File: src/rtl/cobra_loader_pkg.sv
// cobra_loader_pkg: loader state encoding and stream framing constants (CHK state only with LOADER_CHECKSUM_EN)
package cobra_loader_pkg;
  localparam int HDR_BYTES = 2;
  localparam int WORD_BYTES = 4;
  typedef enum logic [2:0] {
    IDLE, LEN_LO, LEN_HI, DATA, WRITE, DONE, ERR
`ifdef LOADER_CHECKSUM_EN
    , CHK
`endif
  } state_t;
endpackage

File: src/rtl/cobra_loader_wordasm.sv
// cobra_loader_wordasm: shifts bytes into a little-endian word and counts the byte position
module cobra_loader_wordasm
  import cobra_loader_pkg::*;
(
  input  logic        clk,
  input  logic        rstn,
  input  logic        shift_en,
  input  logic        clr,
  input  logic [7:0]  byte_in,
  output logic [31:0] word,
  output logic [1:0]  cnt
);
  // new bytes enter at the top so the first of every four ends up in bits [7:0]
  always_ff @(posedge clk or negedge rstn)
    if (!rstn) begin
      word <= '0;
      cnt  <= '0;
    end else if (clr) begin
      word <= '0;
      cnt  <= '0;
    end else if (shift_en) begin
      word <= {byte_in, word[31:8]};
      cnt  <= cnt + 2'(HDR_BYTES - 1);
    end
endmodule

File: src/rtl/cobra_prog_loader.sv
// cobra_prog_loader: byte-stream program loader for CYBERcobra; LOADER_CHECKSUM_EN adds a trailing XOR checksum byte
module cobra_prog_loader
  import cobra_loader_pkg::*;
#(
  parameter int unsigned WORDS_MAX = 1024,
  parameter int unsigned TIMEOUT_CYCLES = 65535
) (
  input  logic        clk_i,
  input  logic        rstn_i,
  input  logic        start_i,
  input  logic [7:0]  byte_i,
  input  logic        byte_valid_i,
  output logic        byte_ready_o,
  output logic        mem_we_o,
  output logic [31:0] mem_addr_o,
  output logic [31:0] mem_wdata_o,
  output logic        cpu_rst_o,
  output logic        busy_o,
  output logic        done_o,
  output logic        err_o
);
  localparam int KW = $clog2(WORDS_MAX + 1);
  localparam int GW = $clog2(TIMEOUT_CYCLES + 1);
  state_t state, nxt;
  logic [KW-1:0] k, len;
  logic [GW-1:0] gap;
  logic [31:0] word;
  logic [1:0] cnt;
  logic [15:0] n;
  logic load, acc, restart, tmo, last, word_full;
`ifdef LOADER_CHECKSUM_EN
  localparam state_t FIN = CHK;
  logic [7:0] chk;
  assign load = state inside {LEN_LO, LEN_HI, DATA, CHK};
`else
  localparam state_t FIN = DONE;
  assign load = state inside {LEN_LO, LEN_HI, DATA};
`endif
  assign acc = load & byte_valid_i;
  assign restart = start_i & (state inside {IDLE, DONE, ERR});
  assign tmo = load & ~acc & (gap == GW'(TIMEOUT_CYCLES - 1));
  assign last = (k + KW'(1)) == len;
  assign word_full = (state == DATA) & acc & (cnt == 2'(WORD_BYTES - 1));
  assign n = {byte_i, word[31:24]};
  assign byte_ready_o = load;
  assign mem_we_o = state == WRITE;
  assign mem_wdata_o = word;
  assign busy_o = load | (state == WRITE);
  assign cpu_rst_o = state != DONE;
  assign done_o = state == DONE;
  assign err_o = state == ERR;

  cobra_loader_wordasm u_asm (
    .clk(clk_i),
    .rstn(rstn_i),
    .shift_en(acc),
    .clr(restart | ((state == LEN_HI) & acc)),
    .byte_in(byte_i),
    .word(word),
    .cnt(cnt)
  );

  // state register; reset aborts any load in progress
  always_ff @(posedge clk_i or negedge rstn_i)
    if (!rstn_i) state <= IDLE;
    else state <= nxt;

  // next state: restart and idle timeout override the normal stream sequencing
  always_comb begin
    nxt = state;
    if (restart) nxt = LEN_LO;
    else if (tmo) nxt = ERR;
    else
      case (state)
        LEN_LO: if (acc) nxt = LEN_HI;
        LEN_HI: if (acc) nxt = n == 16'd0 ? FIN : 32'(n) > WORDS_MAX ? ERR : DATA;
        DATA:   if (word_full) nxt = WRITE;
        WRITE:  nxt = last ? FIN : DATA;
`ifdef LOADER_CHECKSUM_EN
        CHK:    if (acc) nxt = byte_i == chk ? DONE : ERR;
`endif
        default: ;
      endcase
  end

  // word index, length, gap counter and write address bookkeeping
  always_ff @(posedge clk_i or negedge rstn_i)
    if (!rstn_i) begin
      k <= '0;
      len <= '0;
      gap <= '0;
      mem_addr_o <= '0;
    end else begin
      gap <= (acc | ~load) ? '0 : gap + GW'(1);
      if (restart) k <= '0;
      else if (state == WRITE) k <= k + KW'(1);
      if ((state == LEN_HI) & acc) len <= KW'(n);
      if (word_full) mem_addr_o <= 32'(k) << 2;
    end

`ifdef LOADER_CHECKSUM_EN
  // running XOR of every data byte, compared against the trailing checksum byte
  always_ff @(posedge clk_i or negedge rstn_i)
    if (!rstn_i) chk <= '0;
    else if (restart) chk <= '0;
    else if ((state == DATA) & acc) chk <= chk ^ byte_i;
`endif
endmodule
File: config.mk
export PLATFORM = sky130hd
export DESIGN_NAME = cobra_prog_loader
export DESIGN_NICKNAME = d
export VERILOG_FILES = /design/src/rtl/cobra_loader_pkg.sv /design/src/rtl/cobra_loader_wordasm.sv /design/src/rtl/cobra_prog_loader.sv
export SDC_FILE = /design/constraint.sdc
export NUM_CORES = 1
export LEC_CHECK = 0
export ABC_AREA = 1
export BUFFER_PORTS_ARGS = -buffer_cell sky130_fd_sc_hd__buf_2
export CELL_PAD_IN_SITES_DETAIL_PLACEMENT = 1
export CELL_PAD_IN_SITES_GLOBAL_PLACEMENT = 1
export CORE_UTILIZATION = 39
export CTS_CLUSTER_SIZE = 24
export DETAILED_ROUTE_END_ITERATION = 12
export GPL_TIMING_DRIVEN = 0
export PLACE_DENSITY_LB_ADDON = 0.1
export SYNTH_ARGS = -nofsm -noshare
export SYNTH_HDL_FRONTEND = slang
export SYNTH_SLANG_ARGS = --single-unit
File: constraint.sdc
create_clock -name clk_i -period 2.49 [get_ports clk_i]
set_input_delay 0.249 -clock clk_i [delete_from_list [all_inputs] [get_ports clk_i]]
set_output_delay 0.249 -clock clk_i [all_outputs]
set_load 0.01 [all_outputs]
==> run metrics, run 1 <==
status finished, final reports clean; Unique masters post-synth 42; Yosys top cell area share 0.4848; TritonCTS clock tree built; first-pass GRT wire length 19,660 µm; clk slew on worst S/H paths 0.06 ns; largest net degree at the start of global routing 55; reg2reg end state[1]; Final Cycle Share 0.8214; Yosys top cell by area dfrtp_1; gpl congestion 0.8013; Post-synth top flop dfrtp_1; # port buffers 60; crit path max-delay cell type clkbuf_1; Cell Count, Final, Fillers Out 781; Syn Inst Count 543; Fin Setup TNS 0 ns; die width 108.7 µm; EDFF count, synth 0; Placed Area 5020 µm²; share of layout cells above drive strength 1 0.2184; GRT Total Usage 0.2202; die area 11,810 µm²; Async SR Flop Fraction 1.000; vias in the first global route 3,919; setup ws final 0.4448 ns; Min Hold Slack 0.1735 ns; critical path peak fanout 10; setup violators final 0; DP HPWL 8817 µm; synth warn 0; RR Startpoint k[1]; worst-margin pin slew 0.5238 ns; Core ar. 10,980 µm²; RSZ-0062 raised after global routing no; Pins Over Slew Limit 0; Synth area leaders dfrtp_1, nand2_1, nand3_1, inv_1, o21ai_1; maximum clock rate 0.4890 GHz; Layout area overhead 20.12%; Iteration-0 DRC Markers 139; Fin. Hold Viols 0; Worst Setup End Kind primary output; worst min path class input port to flip-flop; Worst setup SP type flip-flop; Worst R2R Setup Slack 0.57 ns; Mean Syn Cell Area 8.175 µm²; H-Tree Depth 3; sequential element share of the synthesized area 0.4848; WL final 11,730 µm; drt wl/cell 15.01 µm; worst setup path end mem_we_o; final instance area 5333 µm²; ANT nets after route 0; slew margin rel. 0.6508; global route total overflow 0; Cells after DPL 764; clock sink total 86; First-pass DRT Iterations 4; Arr. time, crit path 1.80 ns; clock buffer depth 2; total power 5.243 mW; number of core rows 38; CTS Buf Count 9; Starting Density 0.4042; Max VDD drop 564.1 µV; routed vias/inst 4.900; # diodes 0; max_cap viols 0; final core area utilization 0.4855; root buffer cell clkbuf_16; Remaining DRCs 0; worst setup path startpoint state[1]; clk_lat worst skew 0.35 ns; FF-to-FF path depth 14; Leak 2.693 nW; clock skew 0.004539 ns; dpl ws 0.5513 ns; setup bufs post-CTS 0; CP cell instances inv_2 > nand2_2 > nor2_4 > clkbuf_1 > buf_2; Synth Cell Area 4439 µm²; num ports 82; Die Y 108.7 µm; critical path data required time 2.24 ns; initial antenna violation count 0; fillers 1,387; Final Net Count 652; Period minus WS final 2.045 ns; vias 3,827; flop and latch count out of synthesis 86; max incr delay on CP 0.44 ns; kind of critical path flip-flop to primary output; power density cells 983.1 nW/µm²
-- flip-flops by register name (all words and copies together), names as in the netlist --
register / cells
u_asm.word: 32
gap: 16
k: 11
len: 11
mem_addr_o: 11
state: 3
u_asm.cnt: 2
-- cells in the final DEF, fill, tap and decap left out, types with 2 or more instances in the layout --
cell type	synthesis	layout
conb_1	1	21
buf_2	7	66
nor2_2	5	5
nand3_1	66	66
clkbuf_16	0	9
nor3b_1	2	2
ha_1	4	4
a211oi_1	2	2
nor2_1	35	35
dfrtp_1	86	86
nand3_2	2	2
buf_1	3	3
buf_4	21	22
o21ai_1	41	41
nor2_8	2	2
nand2_1	93	93
nand2_4	3	3
clkbuf_1	3	5
xor2_1	3	3
o21ai_0	31	31
clkbuf_8	0	2
inv_1	77	77
nand4_1	6	6
nand2_2	5	5
inv_2	9	9
o22ai_1	2	2
a21oi_1	14	14
nor2_4	4	4
-- synth_stat cells (5+ instances only) --
cell / instances
a21oi_1: 14
inv_1: 77
nand2_1: 93
nand2_2: 5
dfrtp_1: 86
inv_2: 9
nor2_2: 5
o21ai_1: 41
buf_2: 7
nor2_1: 35
nand4_1: 6
nand3_1: 66
o21ai_0: 31
buf_4: 21
-- report_power, final --
part           leakage, nW  switching, mW  internal [mW]
Sequential            1.18          0.249           1.67
Clock                0.146          0.576          0.832
Combinational         1.37           1.28          0.628
Total                 2.69           2.11           3.13
-- worst max-delay path: cells and delay by family, from the launching register on --
kind                   cells  cell delay, ns
buffers and inverters      3            0.75
flip-flops                 1            0.42
AND/OR/NAND/NOR            2            0.27
-- timing repair --
| item | 4_1_cts | 5_1_grt |
|---|---|---|
| setup endpoints to repair | 0 | 0 |
| hold endpoints to repair | 32 | 0 |
| hold buffers | 1 | 0 |
| gates resized for setup | 0 | 0 |
-- cells by family after synthesis --
family,count (synthesis),synth area share
AOI/OAI and AO/OA,97,0.1175
other,1,0.0008447
muxes,1,0.002536
buffers and inverters,122,0.1257
xor gates and xnor gates,4,0.007893
and+or+nand+nor,228,0.2494
adders and majority gates,4,0.01127
DFF,86,0.4848
-- metal layers --
metal | wire, µm | GRT usage | vias to the layer above
met1 | 5452 | 0.2855 | 1849
met2 | 5610 | 0.3639 | 70
met5 | 0 | 0 | -
li1 | - | - | 1895
met4 | 197 | 0.08687 | 0
met3 | 463 | 0.04005 | 13
-- how the worst min path moves through the flow --
stage / startpoint / cells past startpoint / slack [ns] / to
floorplan: rstn_i / 0 / -0.05 / gap[0]
global placement: gap[0] / 1 / 0.45 / gap[0]
detailed placement: rstn_i / 1 / 0.24 / gap[9]
CTS: byte_i[4] / 3 / 0.16 / u_asm.word[28]
global route: byte_i[3] / 3 / 0.21 / u_asm.word[27]
finish: byte_i[4] / 3 / 0.17 / u_asm.word[28]
-- layout make-up --
class                           count  area [µm²]  share of cell area
Clock buffer                       13       260.3             0.04880
Multi-Input combinational cell    355        1804              0.3383
Clock inverter                      3       42.54            0.007977
Inverter                           87       331.6             0.06218
Buffer                             35       226.5             0.04247
Tap cell                          140       175.2             0.03285
Timing Repair Buffer               62       340.3             0.06382
Sequential cell                    86        2152              0.4036
Power figures use the tool's default switching activity.
==> run 2: changes to the inputs <==
--- a/config.mk
+++ b/config.mk
@@ -9,7 +9,7 @@
 export BUFFER_PORTS_ARGS = -buffer_cell sky130_fd_sc_hd__buf_2
 export CELL_PAD_IN_SITES_DETAIL_PLACEMENT = 1
 export CELL_PAD_IN_SITES_GLOBAL_PLACEMENT = 1
-export CORE_UTILIZATION = 39
+export CORE_UTILIZATION = 37
 export CTS_CLUSTER_SIZE = 24
 export DETAILED_ROUTE_END_ITERATION = 12
 export GPL_TIMING_DRIVEN = 0
==> constraint.sdc (replaced) <==
create_clock -name clk_i -period 1.8 [get_ports clk_i]
set_input_delay 0.18 -clock clk_i [delete_from_list [all_inputs] [get_ports clk_i]]
set_output_delay 0.18 -clock clk_i [all_outputs]
set_load 0.01 [all_outputs]
==> run 2 against run 1 <==
- the flow now finishes with violations (DRC)
- sequential power grew 40%
- total power grew 48%
- critical path type is now flip-flop to flip-flop
- clock power grew 62%
- combinational power grew 47%
- global-route usage shrank 1.8 points
- critical endpoint is now state[1]
- register-to-register slack lost 0.55 ns
==> run metrics, run 2 (synthesis results as in run 1) <==
clock buffer depth 2 (unchanged); critical path peak fanout 8 (was 10); max incr delay on CP 0.41 ns (was 0.44 ns); Worst Setup End Kind flip-flop (was primary output); Die Y 111.5 µm (was 108.7 µm); global route total overflow 0 (unchanged); reg2reg end state[1] (unchanged); power density cells 1396 nW/µm² (was 983.1 nW/µm²); area of the multi-input gates 1894 µm² (was 1804 µm²); vias 3,916 (was 3,827); worst min path class input port to flip-flop (unchanged); number of core rows 39 (was 38); maximum clock rate 0.5627 GHz; drt wl/cell 14.80 µm (was 15.01 µm); hold path depth 3 (unchanged); die area 12,440 µm² (was 11,810 µm²); RR Startpoint k[1] (unchanged); CP cell instances ha_4 > nand2_4 > nor2_8 > nand2_4 > o21ai_4 > nand2_1 > nand2_1 > nand2_1 > nor2_4 > nand2_1 > nand2_1 > nand2_1 > nand2_1 > nand2_1 (was inv_2 > nand2_2 > nor2_4 > clkbuf_1 > buf_2); Arr. time, crit path 2.02 ns (was 1.80 ns); worst-margin pin slew 0.5667 ns (was 0.5238 ns); clock skew 0.01037 ns (was 0.004539 ns); Remaining DRCs 8 (was 0); kind of critical path flip-flop to flip-flop (was flip-flop to primary output); CTS Buf Count 9 (unchanged); Worst setup SP type flip-flop (unchanged); max reg flops 32 (unchanged); FF-to-FF path depth 14 (unchanged); CP bufs+invs 0 (was 3); root buffer cell clkbuf_16 (unchanged); routed vias/inst 4.963 (was 4.900); WHS Endpoint u_asm.word[31] (was u_asm.word[28]); num ports 82 (unchanged); Min Hold Slack 0.09550 ns (was 0.1735 ns); share of layout cells above drive strength 1 0.2585 (was 0.2184); Iteration-0 DRC Markers 124 (was 139); crit-path leading delay family simple AND/OR/NAND/NOR gates (was buffers and inverters); Core ar. 11,560 µm² (was 10,980 µm²); DP HPWL 8670 µm (was 8817 µm); WL final 11,680 µm (was 11,730 µm); Leak 2.787 nW (was 2.693 nW); RSZ-0062 raised after global routing yes (was no); most flop-heavy register u_asm.word (unchanged); Pins Over Slew Limit 0 (unchanged); Worst R2R Setup Slack 0.02 ns (was 0.57 ns); # port buffers 60 (unchanged); vias in the first global route 4,023 (was 3,919); initial antenna violation count 0 (unchanged); Layout area overhead 25.31% (was 20.12%); most common cell after layout, fill and taps aside nand2_1 (unchanged); Starting Density 0.3839 (was 0.4042); Final Cycle Share 0.9873; clk_lat worst skew 0.35 ns (about the same); Fin. Hold Viols 0 (unchanged); fillers 1,430 (was 1,387); first-pass GRT wire length 19,960 µm (was 19,660 µm); TritonCTS clock tree built (unchanged); Max VDD drop 758.1 µV (was 564.1 µV); First-pass DRT Iterations 9 (was 4); H-Tree Depth 3 (unchanged); max_cap viols 0 (unchanged); most frequent cells in the layout nand2_1, dfrtp_1, inv_1, nand3_1, buf_2 (unchanged); setup ws final 0.02278 ns (was 0.4448 ns); die width 111.5 µm (was 108.7 µm); setup violators final 0 (unchanged); crit path max-delay cell type dfrtp_1 (was clkbuf_1); Sequential Area 2153 µm² (was 2152 µm²); HP Start byte_i[7] (was byte_i[4]); Largest regs u_asm.word (32), gap (16) (unchanged); ANT nets after route 0 (unchanged); clock sink total 86 (unchanged); critical path data required time 2.04 ns (was 2.24 ns); failing checks DRC; GRT Total Usage 0.2026 (was 0.2202); gpl congestion 0.7797 (was 0.8013); # diodes 0 (unchanged); Final Net Count 659 (was 652); Crit path top cell by count nand2_1; status complete, but fails checks (was finished, final reports clean); dpl ws -0.1783 ns (was 0.5513 ns); slew margin rel. 0.6222 (was 0.6508); clk slew on worst S/H paths 0.06 ns (about the same); Period minus WS final 1.777 ns; largest net degree at the start of global routing 48 (was 55)
-- run 2: metrics by stage --
| step | power [mW] | setup TNS [ns] | area [µm²] | util | cells |
|---|---|---|---|---|---|
| after floorplan | 4.422 | 0 | 4514 | - | 563 |
| after global placement | 5.253 | -21.82 | 4994 | 0.4318 | 766 |
| after detailed placement | 5.349 | -0.2875 | 5024 | 0.4344 | 767 |
| after CTS | 7.746 | -0.004569 | 5502 | 0.4757 | 789 |
| after global routing | 8.268 | -0.3037 | 5563 | 0.4810 | 789 |
| final | 7.768 | 0 | 5563 | 0.4810 | 789 |
-- run 2: worst max path at each step --
stage          startpoint  endpoint  slack (ns)  cells after the start
6_report             k[1]  state[1]        0.02                     14
5_1_grt              k[1]  state[1]       -0.14                     14
4_1_cts              k[0]  state[1]      -0.005                     14
3_5_place_dp         k[1]  state[1]       -0.18                     14
3_3_place_gp       rstn_i    len[9]       -0.25                      1
2_1_floorplan        k[0]  state[1]        0.18                     14
-- run 2: worst register-to-register path, stage by stage, from the launching register on --
cell,delay [ns]
dfrtp_1,0.41
ha_4,0.18
nand2_4,0.06
nor2_8,0.17
nand2_4,0.09
o21ai_4,0.13
nand2_1,0.08
nand2_1,0.06
nand2_1,0.08
nor2_4,0.14
nand2_1,0.07
nand2_1,0.06
nand2_1,0.05
nand2_1,0.05
nand2_1,0.04
-- run 2: per-layer routing --
metal	up-vias	part of all wire	routed length, µm	track usage
li1	1910	-	-	-
met1	1918	0.45	5225	0.2579
met2	74	0.50	5847	0.3479
met3	14	0.036	417	0.03266
met4	0	0.016	187	0.07387
met5	-	0	0	0
-- run 2: layout make-up --
class / count / area share
inverter: 87 / 0.05960
clock inverter: 4 / 0.02159
timing repair buffer: 69 / 0.07130
buffer: 35 / 0.04476
multi-input combinational: 355 / 0.3405
sequential: 86 / 0.3871
tap: 143 / 0.03216
clock buffer: 10 / 0.04296
-- run 2: power by group --
| part | leakage, nW | total, mW | switching [mW] | internal [mW] |
|---|---|---|---|---|
| Combinational | 1.44 | 2.80 | 1.82 | 0.980 |
| Clock | 0.175 | 2.29 | 0.769 | 1.52 |
| Sequential | 1.17 | 2.68 | 0.363 | 2.32 |
-- run 2: repair_timing --
action | in CTS | in global routing
gates cloned | 0 | 0
resized for setup | 14 | 28
hold endpoints to repair | 39 | 0
hold buffers | 1 | 0
endpoints found under the setup margin | 3 | 52
setup buffers | 7 | 0
pin swaps | 10 | 10
